<file path="config.mk">
export PLATFORM = sky130hd
export DESIGN_NAME = uart_sipo_rx
export DESIGN_NICKNAME = d
export VERILOG_FILES = /design/src/rtl/uart_sipo_rx.sv
export SDC_FILE = /design/constraint.sdc
export NUM_CORES = 1
export LEC_CHECK = 0
export CAP_MARGIN = 20
export CORE_ASPECT_RATIO = 0.7
export CORE_MARGIN = 3
export CORE_UTILIZATION = 38
export CTS_BUF_LIST = sky130_fd_sc_hd__clkbuf_16
export CTS_CLUSTER_DIAMETER = 50
export CTS_CLUSTER_SIZE = 24
export DETAILED_ROUTE_END_ITERATION = 6
export PLACE_DENSITY = 0.67
export RECOVER_POWER = 50
export SLEW_MARGIN = 30
export SYNTH_ARGS = -nofsm -noshare
export SYNTH_HDL_FRONTEND = slang
export SYNTH_SLANG_ARGS = --single-unit
</file>
<file path="constraint.sdc">
create_clock -name baud_clk -period 3.6 [get_ports baud_clk]
set_input_delay 0.72 -clock baud_clk [delete_from_list [all_inputs] [get_ports baud_clk]]
set_output_delay 0.72 -clock baud_clk [all_outputs]
set_load 0.02 [all_outputs]
</file>
<file path="src/rtl/uart_sipo_rx.sv">
// uart_sipo_rx: oversampling UART frame receiver (serial in, parallel out).
//   Frame: start(0), 8 data bits LSB first, parity, stop(1).
//   Each bit is decided at its mid-bit sample point, counted from the start edge.
//   Build option: define UART_RX_MAJORITY_VOTE_EN to decide each bit by a 2-of-3 vote
//   over rx_s at S-1, S and S+1. The decision then lands on S+1, and all later timing
//   moves one cycle later.
// Parameters:
//   OVERSAMPLE  baud_clk cycles per bit (even, >=4)
//   PARITY_ODD  0 = even parity expected, 1 = odd parity expected
// Ports:
//   baud_clk, reset_n (async, active low), data_rx (async serial line, idle high)
//   data_out/parity_rx   last received byte and its parity bit
//   data_valid           1-cycle pulse when data_out, parity_rx and the error flags update
//   parity_err/frame_err error qualifiers for data_out, held until the next data_valid
//   active_flag          high while a frame is being received
//   done_flag            high from data_valid until the next start edge
module uart_sipo_rx #(
  parameter int OVERSAMPLE = 16,
  parameter bit PARITY_ODD = 1'b0
) (
  input  logic       baud_clk,
  input  logic       reset_n,
  input  logic       data_rx,
  output logic [7:0] data_out,
  output logic       parity_rx,
  output logic       data_valid,
  output logic       parity_err,
  output logic       frame_err,
  output logic       active_flag,
  output logic       done_flag
);

  localparam int HALF = OVERSAMPLE / 2;
  localparam int CW   = $clog2(11 * OVERSAMPLE + 2);
`ifdef UART_RX_MAJORITY_VOTE_EN
  localparam int VD = 1;
`else
  localparam int VD = 0;
`endif

  typedef enum logic [2:0] {IDLE, START, DATA, PARITY, STOP} state_t;

  state_t          state, state_nx;
  logic            rx_meta, rx_s;
  logic            armed;
  logic [CW-1:0]   cnt, next_s;
  logic [2:0]      bit_idx;
  logic [7:0]      shreg;
  logic            par_bit;
  logic            bit_val;
  logic            decide;
  logic            start_edge;

  // Two-flop synchronizer. The flops reset to the idle (high) level, so reset does not
  // produce a false start edge.
  always_ff @(posedge baud_clk or negedge reset_n) begin
    if (!reset_n) begin
      rx_meta <= 1'b1;
      rx_s    <= 1'b1;
    end else begin
      rx_meta <= data_rx;
      rx_s    <= rx_meta;
    end
  end

`ifdef UART_RX_MAJORITY_VOTE_EN
  // rx_hist[0] holds rx_s from one cycle ago and rx_hist[1] from two cycles ago. On the
  // decision cycle S+1 they supply the S and S-1 samples.
  logic [1:0] rx_hist;
  always_ff @(posedge baud_clk or negedge reset_n) begin
    if (!reset_n) rx_hist <= 2'b11;
    else          rx_hist <= {rx_hist[0], rx_s};
  end
  assign bit_val = (rx_hist[1] & rx_hist[0]) | (rx_hist[1] & rx_s) | (rx_hist[0] & rx_s);
`else
  assign bit_val = rx_s;
`endif

  assign start_edge = (state == IDLE) && armed && !rx_s;
  // cnt is 0 on the first cycle after the start edge, so cycle k relative to the edge
  // shows cnt == k-1. That is why next_s starts at HALF-1.
  assign decide     = (state != IDLE) && (cnt == next_s);

  always_ff @(posedge baud_clk or negedge reset_n) begin
    if (!reset_n) state <= IDLE;
    else          state <= state_nx;
  end

  always_comb begin
    state_nx = state;
    case (state)
      IDLE:    if (start_edge) state_nx = START;
      START:   if (decide) state_nx = bit_val ? IDLE : DATA;
      DATA:    if (decide && bit_idx == 3'd7) state_nx = PARITY;
      PARITY:  if (decide) state_nx = STOP;
      STOP:    if (decide) state_nx = IDLE;
      default: state_nx = IDLE;
    endcase
  end

  always_ff @(posedge baud_clk or negedge reset_n) begin
    if (!reset_n) begin
      cnt         <= '0;
      next_s      <= '0;
      bit_idx     <= '0;
      shreg       <= '0;
      par_bit     <= 1'b0;
      armed       <= 1'b0;
      data_out    <= 8'h00;
      parity_rx   <= 1'b0;
      data_valid  <= 1'b0;
      parity_err  <= 1'b0;
      frame_err   <= 1'b0;
      active_flag <= 1'b0;
      done_flag   <= 1'b0;
    end else begin
      data_valid <= 1'b0;

      if (start_edge)          cnt <= '0;
      else if (state != IDLE)  cnt <= cnt + 1'b1;

      if (start_edge)  next_s <= CW'(HALF - 1 + VD);
      else if (decide) next_s <= next_s + CW'(OVERSAMPLE);

      if (state == IDLE && rx_s) armed <= 1'b1;

      if (start_edge) begin
        armed       <= 1'b0;
        bit_idx     <= '0;
        active_flag <= 1'b1;
        done_flag   <= 1'b0;
      end

      if (decide) begin
        case (state)
          START: if (bit_val) active_flag <= 1'b0;  // false start: drop quietly
          DATA: begin
            shreg   <= {bit_val, shreg[7:1]};
            bit_idx <= bit_idx + 3'd1;
          end
          PARITY: par_bit <= bit_val;
          STOP: begin
            data_valid  <= 1'b1;
            data_out    <= shreg;
            parity_rx   <= par_bit;
            parity_err  <= par_bit != (^shreg ^ PARITY_ODD);
            frame_err   <= !bit_val;
            done_flag   <= 1'b1;
            active_flag <= 1'b0;
            // A good stop bit allows a back-to-back start edge. After a break, wait for
            // the line to go high again.
            armed       <= bit_val;
          end
          default: ;
        endcase
      end
    end
  end

endmodule

</file>
==> reports/results.ini, run 1 <==
[run_status]
status=finished, violations left
violations=capacitance limit, slew limit

[synthesis]
synth_top_family_by_area=simple AND/OR/NAND/NOR gates
synth_cells=182
synth-simple-area-share_pct=14.55
synth.top_cell.area_share_pct=49.86
netlist_top_cells_area=dfrtp_1 (50%), mux2_2 (6.8%), mux2_4 (4.9%), xnor2_1 (4.5%), dfstp_2 (2.4%)
avgSynthCellArea_um2=11.86
ys_ff_latch=45
synth_commonest_cells=dfrtp_1 (43), mux2_2 (13), nand2_1 (12)
yosys.area_share.adder_pct=2.319
synth_nets=189
synth.most_common_cell=dfrtp_1
synth-edff-count=0
synth_cell_types=40
synthXorXnorAreaFrac_pct=6.319
ys.flop_type=dfrtp_1
synth_compound_area_share_pct=8.232
synth_largest_area_cell=dfrtp_1
synth_mux_area_share_pct=13.97
synthesis.area_um2=2158
ys_warn_count=0
seq_area_frac_synth_pct=52.29
async_reset_ff_share_pct=100.0

[worst_setup_path]
worstPathArrival_ns=2.65
r2r-start=cnt[0]
r2r_cells=4
reg2reg_to=data_out[6]
reg2reg_slack_ns=1.11
criticalPathCategory=reg -> reg
cp-end-kind=flop
worstPathRequired_ns=3.77
start_kind=flop
crit_path_max_fanout=12

[floorplan]
dieArea_um2=6634
io_pins=17
die_x_um=96.08
fp.dieH_um=69.06
core_area_um2=5368
start_util_pct=40.21
num_rows=22

[power_and_ir_drop]
power_density_nw_per_um2=612.4
pwr-share-clk_pct=28.5
total_leakage_power_nw=1.177
swShare_pct=34.33
p_int_mw=1.003
p_seq_share_pct=45.9
vdd_drop_max_v=0.0002563
p_sw_mw=0.5245
p_comb_share_pct=25.5

[sta]
slew_viol_final=46
hold_viol_final=0
grt_setup_unrepaired=no
setup_viol_count_final=0
fin_tns_setup_ns=0
relSlewSlack_pct=-55.90
min_period_ns=2.486
skew_ns=0.007391
max_freq_mhz=402.2
finalCritPeriodShare_pct=69.06
worst_pin_slew_ns=2.338

[finish]
antenna_cells=0
drive_gt1_share_pct=17.50
nets=206
stdcell_area_um2=2495
syn_to_final_growth_pct=15.59
final_cells=272
n_fill_cell=519

[clock_tree]
path_clk_slew_ns=0.06
clock_latency_ns=0.29
tritoncts=done
clock_path_buffers=2
post_cts_buffers=0
cts_resized=0
cts_buffers=5
cts_root_buffer=clkbuf_16
htree_levels=2
clock_sinks=45
cts_hold_buf=0

[placed_design]
dp.cells=264
portBuffers=16
place_area_um2=2379
dp_hpwl_um=2865
gp_congestion=0.8272

[detailed_routing]
vias=1429
wirelength_um=4094
route.detailed.drc=0
ant_nets=0
drt_iter0_drc=156
dr.pass1.iters=4
wire_per_inst_um=15.05
viasPerCell=5.254

[grt]
grt.total_usage_pct=13.05
grt_pass1_wl_um=6665
grt_max_degree=46
antenna_found_initial=0
grt_remaining_overflow=0
first_global_vias=1244

[min_path]
holdCritPathClass=reg -> reg
hold_path_end=bit_val
min_path_cells=0
min_from=rx_meta

[job]
maxCapViolations=1

## per-layer routing
layer	global-route usage (%)	vias up	wire length [um]
met4	4.259	0	59
li1	-	683	-
met2	14.46	38	1631
met5	0	-	0
met1	23.04	698	2205
met3	3.272	10	197
## stage by stage
step	setup WS (ns)	power [mW]	hold WS, ns	util (%)
floorplan	1.594	1.004	0.3452	-
global placement	1.470	1.103	0.3473	44.27
detailed placement	1.385	1.110	0.3481	44.31
CTS	1.372	1.549	0.3566	46.90
global route	0.6509	1.614	0.3626	46.48
finish	1.114	1.528	0.3553	46.48
## area by class of cell
cell class / instances / area (um2) / area share (%)
Timing Repair Buffer: 17 / 157.7 / 6.319
Tap cell: 72 / 90.09 / 3.611
Sequential cell: 45 / 1129 / 45.24
Multi-Input combinational cell: 126 / 964.7 / 38.67
Clock buffer: 5 / 125.1 / 5.015
Clock inverter: 3 / 13.76 / 0.5517
Inverter: 4 / 15.01 / 0.6018
## cells in the final DEF, fill, tap and decap left out, types with 2 or more instances in the layout
| cell type | synthesis | routed |
|---|---|---|
| a31oi_1 | 4 | 4 |
| nor3_1 | 3 | 3 |
| mux2_4 | 7 | 7 |
| nor4_1 | 1 | 2 |
| xor2_1 | 2 | 2 |
| dfrtp_1 | 43 | 43 |
| xnor2_1 | 11 | 11 |
| mux2i_1 | 5 | 5 |
| and3_1 | 2 | 2 |
| clkbuf_16 | 0 | 5 |
| a21oi_1 | 7 | 7 |
| inv_1 | 4 | 5 |
| nand3_1 | 7 | 7 |
| nand2b_1 | 6 | 6 |
| clkinv_2 | 0 | 2 |
| o21ai_0 | 9 | 9 |
| nand4_1 | 6 | 6 |
| ha_1 | 4 | 4 |
| clkdlybuf4s50_1 | 0 | 14 |
| dfstp_2 | 2 | 2 |
| nand2_1 | 12 | 12 |
| nor2_1 | 10 | 10 |
| clkbuf_1 | 5 | 2 |
| mux2_2 | 13 | 13 |
## flip-flops by register name, summed over array words and instances (netlist names)
name,count
shreg,8
cnt,8
rx_meta,1
par_bit,1
bit_idx,3
parity_err,1
active_flag,1
state,3
next_s,5
armed,1
data_valid,1
data_out,8
parity_rx,1
frame_err,1
done_flag,1
bit_val,1
## power by group through the flow
stage	registers (mW)	logic (mW)	clock network [mW]
final	0.702	0.390	0.436
after global routing	0.715	0.435	0.464
after CTS	0.710	0.393	0.446
after detailed placement	0.719	0.391	0
after global placement	0.716	0.386	0
after floorplan	0.684	0.319	0
## cells by family after synthesis
family | count (synthesis)
muxes | 25
AOI/OAI and AO/OA | 27
buffers and inverters | 11
adders and majority gates | 4
DFF | 45
xor gates and xnor gates | 14
and+or+nand+nor | 56
## how the worst max path moves through the flow
stage | start | end | slack, ns
after global placement | cnt[0] | parity_rx | 1.47
final | cnt[0] | data_out[6] | 1.11
after detailed placement | cnt[0] | data_out[6] | 1.38
after global routing | reset_n | cnt[6] | 0.65
after floorplan | cnt[0] | shreg[0] | 1.59
after CTS | cnt[0] | data_out[6] | 1.37
## worst max-delay path, cell delays in order (launching register included)
cell,delay (ns)
dfrtp_1,0.44
nor4_1,0.64
o211a_1,0.33
nand3_1,0.49
mux2_2,0.46
(Power assumes the default switching activity.)
==> run 2, diff against run 1 <==
- PLACE_DENSITY: 0.67 -> 0.69
- clock period: 3.6 -> 2.1 ns (I/O delays scaled with it)
==> run 2 against run 1 <==
Against the previous run:
- the run now ends clean
- maximum frequency up 24%
- clock-buffer cell count is the same
- die area unchanged
- critical endpoint is now shreg[1]
==> reports/results.ini, run 2 (synthesis results as in run 1) <==
[worst_setup_path]
worst-path-stages=4  ; unchanged
cp_slowest_stage_delay_ns=0.63  ; was 0.64 ns
crit_path_max_fanout=11  ; was 12
cp-end-kind=flop  ; unchanged
crit_family=simple AND/OR/NAND/NOR gates  ; unchanged
critPathSlowestCell=or4_4  ; was nor4_1
cp_cell_sequence=nor4_4, o211ai_4, or4_4, mux2_4  ; was nor4_1, o211a_1, nand3_1, mux2_2
start_kind=flop  ; unchanged
worstPathRequired_ns=2.26  ; was 3.77 ns
criticalPathCategory=reg -> reg  ; unchanged
worstPathArrival_ns=2.16  ; was 2.65 ns
cp.buffers_inverters=0  ; unchanged
r2r_cells=4  ; unchanged

[placed_design]
place_area_um2=2456  ; was 2379 um2
gp_congestion=0.8548  ; was 0.8272
dp_hpwl_um=3016  ; was 2865 um
portBuffers=16  ; unchanged
post-place-ws_ns=0.1126  ; was 1.385 ns
dp.cells=273  ; was 264

[floorplan]
dieArea_um2=6634  ; unchanged
io_pins=17  ; unchanged
core_area_um2=5368  ; unchanged
die_x_um=96.08  ; unchanged
start_util_pct=40.21  ; unchanged
fp.dieH_um=69.06  ; unchanged
num_rows=22  ; unchanged

[job]
maxCapViolations=0  ; was 1

[sta]
grt_setup_unrepaired=no  ; unchanged
min_period_ns=2.000  ; was 2.486 ns
max_freq_mhz=500.0  ; was 402.2 MHz
relSlewSlack_pct=20.22  ; was -55.90%
setup_viol_count_final=0  ; unchanged
skew_ns=0.007950  ; was 0.007391 ns
worst_pin_slew_ns=1.197  ; was 2.338 ns
fin_ws_ns=0.1001  ; was 1.114 ns
slew_viol_final=0  ; was 46
finalCritPeriodShare_pct=95.23  ; was 69.06%
holdWs_ns=0.3525  ; was 0.3553 ns
fin_tns_setup_ns=0  ; unchanged
hold_viol_final=0  ; unchanged

[clock_tree]
clock_sinks=45  ; unchanged
cts_buffers=5  ; unchanged
path_clk_slew_ns=0.06  ; about the same
post_cts_buffers=0  ; unchanged
htree_levels=2  ; unchanged
cts_resized=0  ; unchanged
cts_hold_buf=0  ; unchanged
clock_path_buffers=2  ; unchanged
clock_latency_ns=0.28  ; was 0.29 ns
cts_root_buffer=clkbuf_16  ; unchanged
tritoncts=done  ; unchanged

[grt]
grt.total_usage_pct=14.12  ; was 13.05%
grt_max_degree=24  ; was 46
antenna_found_initial=0  ; unchanged
grt_remaining_overflow=0  ; unchanged
grt_pass1_wl_um=7300  ; was 6665 um
first_global_vias=1444  ; was 1,244

[min_path]
holdCritPathClass=reg -> reg  ; unchanged
min_path_cells=0  ; unchanged

[finish]
antenna_cells=0  ; unchanged
n_fill_cell=482  ; was 519
syn_to_final_growth_pct=20.29  ; was 15.59%
drive_gt1_share_pct=20.57  ; was 17.50%
final_cells=281  ; was 272
layout_commonest_cell=dfrtp_1  ; unchanged
reg_top3=cnt (8), data_out (8), shreg (8)  ; unchanged
nets=215  ; was 206
stdcell_area_um2=2596  ; was 2495 um2
seqCellArea_um2=1129  ; unchanged
final_cell_mix=dfrtp_1 (43), clkdlybuf4s50_1 (14), mux2_2 (13)  ; unchanged
multi_input_area_um2=979.7  ; was 964.7 um2

[detailed_routing]
ant_nets=0  ; unchanged
wire_per_inst_um=14.56  ; was 15.05 um
dr.pass1.iters=4  ; unchanged
vias=1454  ; was 1,429
route.detailed.drc=0  ; unchanged
viasPerCell=5.174  ; was 5.254
drt_iter0_drc=116  ; was 156
wirelength_um=4091  ; was 4094 um

[power_and_ir_drop]
swShare_pct=32.81  ; was 34.33%
total_leakage_power_nw=1.223  ; was 1.177 nW
pwr-share-clk_pct=30.5  ; was 28.5%
p_sw_mw=0.9345  ; was 0.5245 mW
p_int_mw=1.913  ; was 1.003 mW
p_comb_share_pct=27.3  ; was 25.5%
power_density_nw_per_um2=1097  ; was 612.4 nW/um2
p_seq_share_pct=42.2  ; was 45.9%
vdd_drop_max_v=0.0003880  ; was 0.0002563 V

[run_status]
status=complete, no violations  ; was finished, violations left

==> run 2: path summary, 6_finish.rpt <==
| check | startpoint | endpoint | slack (ns) |
|---|---|---|---|
| max in group asynchronous | reset_n | shreg[1] | 0.57 |
| min | rx_meta | bit_val | 0.35 |
| min in group asynchronous | reset_n | cnt[3] | 0.37 |
| max | cnt[1] | shreg[1] | 0.10 |
| min reg2reg | rx_meta | bit_val | 0.35 |
| max reg2reg | cnt[1] | shreg[1] | 0.10 |
==> run 2: final cells by class <==
class | instances | area share, %
Clock buffer | 5 | 4.819
Clock inverter | 3 | 1.639
Multi-Input combinational cell | 126 | 37.73
Timing Repair Buffer | 26 | 8.289
Inverter | 4 | 0.5783
Tap cell | 72 | 3.470
Sequential cell | 45 | 43.47
==> run 2: power by group through the flow <==
stage               sequential, mW  clock [mW]  combinational (mW)
finish                        1.20       0.869               0.777
global route                  1.23       0.931               0.880
detailed placement            1.21           0               0.784
CTS                           1.20       0.892               0.789
global placement              1.20           0               0.775
floorplan                     1.17           0               0.547
==> run 2: per-layer routing <==
metal  GRT usage, %  part of all wire (%)  wire [um]
met5              0                     0          0
met4          4.574                  0.88         36
met3          3.272                   6.1        249
met2          18.44                    42       1732
met1          22.54                    51       2072
==> run 2: metrics by stage <==
step	utilization (%)	total power, mW
3_3_place_gp	45.76	1.975
4_1_cts	48.88	2.881
6_report	48.37	2.848
3_5_place_dp	45.76	1.995
2_1_floorplan	-	1.720
5_1_grt	48.37	3.042
==> variant (flow settings as in run 2) <==
Re-encode `state_t` (5 states) as Gray code, 3 bits wide.
--- a/src/rtl/uart_sipo_rx.sv
+++ b/src/rtl/uart_sipo_rx.sv
@@ -38,7 +38,7 @@
   localparam int VD = 0;
 `endif
 
-  typedef enum logic [2:0] {IDLE, START, DATA, PARITY, STOP} state_t;
+  typedef enum logic [2:0] {IDLE = 3'b000, START = 3'b001, DATA = 3'b011, PARITY = 3'b010, STOP = 3'b110} state_t;
 
   state_t          state, state_nx;
   logic            rx_meta, rx_s;
Check against the original RTL: no difference found for any inputs over 10 cycles, from zero or initial values and one cycle with reset_n low; not proved beyond that.
==> variant against run 2 <==
  * Hold slack gained 0.0026 ns
  * First-iteration DRC count decreased by 14%
  * Routed wire length decreased by 10%
  * Global-route usage is 2.4 points lower
  * Cell area decreased by 1.3%
  * Synthesized area is 2.7% higher
  * Power fell by 4.0%
  * Final cell count down 3.2%
  * Maximum frequency increased by 6.0%
  * Sequential cell count unchanged
  * Clock power decreased by 16%
  * Worst setup slack gained 0.11 ns
==> variant: results (changes against run 2) <==
| Metric | Value |
|---|---|
| Clock Latency Late Sink | 0.28 ns (about the same) |
| Layout cells sized above 1 | 0.230 (+0.0243) |
| Area contributors post-synth | dfrtp_1, mux2_4, mux2_2, xnor2_1, xor2_1 |
| Register area share after synthesis | 0.509 (-0.0139) |
| Peak VDD IR | 0.402 mV (+3.6%) |
| Routed WL | 3670 um (-10%) |
| Number of port buffers | 16 (unchanged) |
| Largest registers | cnt (8), data_out (8), shreg (8) |
| CP Max Fanout | 9 (-2) |
| CTS root buffer | clkbuf_16 |
| Hold crit path type | flop to flop |
| Critical path arrival | 2.05 ns (-0.11 ns) |
| Drt first pass iters | 4 (unchanged) |
| Final GP Congestion | 0.783 (-8.4%) |
| Syn Nets | 186 (-1.6%) |
| Slew HR | 0.277 (+0.0744) |
| Static Leakage | 0.00115 uW (-6.3%) |
| Ys flop type | dfrtp_1 |
| Post-synth top cells | dfrtp_1, nor2_1, mux2_2 |
| Post-synthesis cell type count | 42 (+5.0%) |
| TritonCTS Buffers | 5 (unchanged) |
| CTS H-tree lvls | 2 (unchanged) |
| Nets | 206 (-4.2%) |
| Ys async rst share | 1.00 (unchanged) |
| Clk pin slew, worst setup/hold paths | 0.06 ns (about the same) |
| Antenna cells | 0 (unchanged) |
| Number of DRC markers in iteration 0 | 100 (-14%) |
| Yosys synthesis warning count | 0 (unchanged) |
| Overall Global Routing Usage | 0.117 (-0.0238) |
| Status | complete, no violations |
| Initial antenna violation count | 0 (unchanged) |
| Vias in the first global route | 1,285 (-11%) |
| Resized cells post-CTS | 0 (unchanged) |
| Largest net degree at the start of global routing | 46 (+92%) |
| P_int | 1790 uW (-6.2%) |
| DPL Wire Length | 2610 um (-13%) |
| Layout Skew | 0.00531 ns (-0.00264 ns) |
| First-pass GRT wire length | 6470 um (-11%) |
| Setup bufs post-CTS | 0 (unchanged) |
| Clock Path Buffers | 2 (unchanged) |
| Via count | 1,359 (-6.5%) |
==> variant: metrics by stage <==
| step | hold slack, ns | instance area, um^2 | worst slack [ns] | std cells |
|---|---|---|---|---|
| finish | 0.355 | 2560 | 0.213 | 272 |
| global route | 0.364 | 2560 | 0.0794 | 272 |
| CTS | 0.237 | 2570 | 0.196 | 272 |
| detailed placement | 0.348 | 2430 | 0.209 | 264 |
| global placement | 0.347 | 2430 | 0.252 | 264 |
| floorplan | 0.124 | 2220 | 0.328 | 179 |
==> variant: path summary, 6_finish.rpt <==
kind / slack [ns] / start / depth (start not counted) / end
worst max register to register: 0.21 / cnt[0] / 5 / par_bit
worst min register to register: 0.36 / rx_meta / 0 / bit_val
min in group asynchronous: 0.42 / reset_n / 2 / cnt[5]
worst max-delay path: 0.21 / cnt[0] / 5 / par_bit
worst min-delay path: 0.36 / rx_meta / 0 / bit_val
max in group asynchronous: 1.02 / reset_n / 2 / done_flag
==> variant: power by group through the flow <==
stage	Sequential, uW	Combinational [uW]	Clock [uW]
after floorplan	1170	698	0
after global placement	1210	787	0
after detailed placement	1210	815	0
after CTS	1200	820	755
after global routing	1230	907	793
final	1200	803	731
==> variant: cell families (layout without fill, tap and decap cells) <==
kind of cell / after synthesis / after routing / synth area share
AO/OA/AOI/OAI: 21 / 21 / 0.0705
XOR/XNOR: 19 / 19 / 0.0784
adder cells (fa/ha/maj): 4 / 4 / 0.0226
buffers and inverters: 14 / 35 / 0.0463
flip-flops: 45 / 45 / 0.509
multiplexers: 22 / 22 / 0.126
AND/OR/NAND/NOR: 54 / 54 / 0.147
==> variant: critical path, cell delays in order (launching register included) <==
cell and delay [ns]:
dfrtp_1 0.45, nor4_4 0.40, or2_4 0.22, nand3_4 0.13
nor3_1 0.22, mux2_2 0.35
==> variant: final cells by class <==
| cell class | count | area, um^2 |
|---|---|---|
| Sequential cell | 45 | 1130 |
| Multi-Input combinational cell | 120 | 986 |
| Timing Repair Buffer | 20 | 191 |
| Fill cell | 487 | 2860 |
| Inverter | 7 | 26.3 |
| Clock inverter | 3 | 13.8 |
| Tap cell | 72 | 90.1 |
| Clock buffer | 5 | 125 |
==> variant: metal layers <==
metal,routed length [um],track usage,part of all wire
met3,165,0.0289,0.045
met5,0,0,0
met1,1960,0.179,0.53
met2,1500,0.155,0.41
met4,53,0.0507,0.014
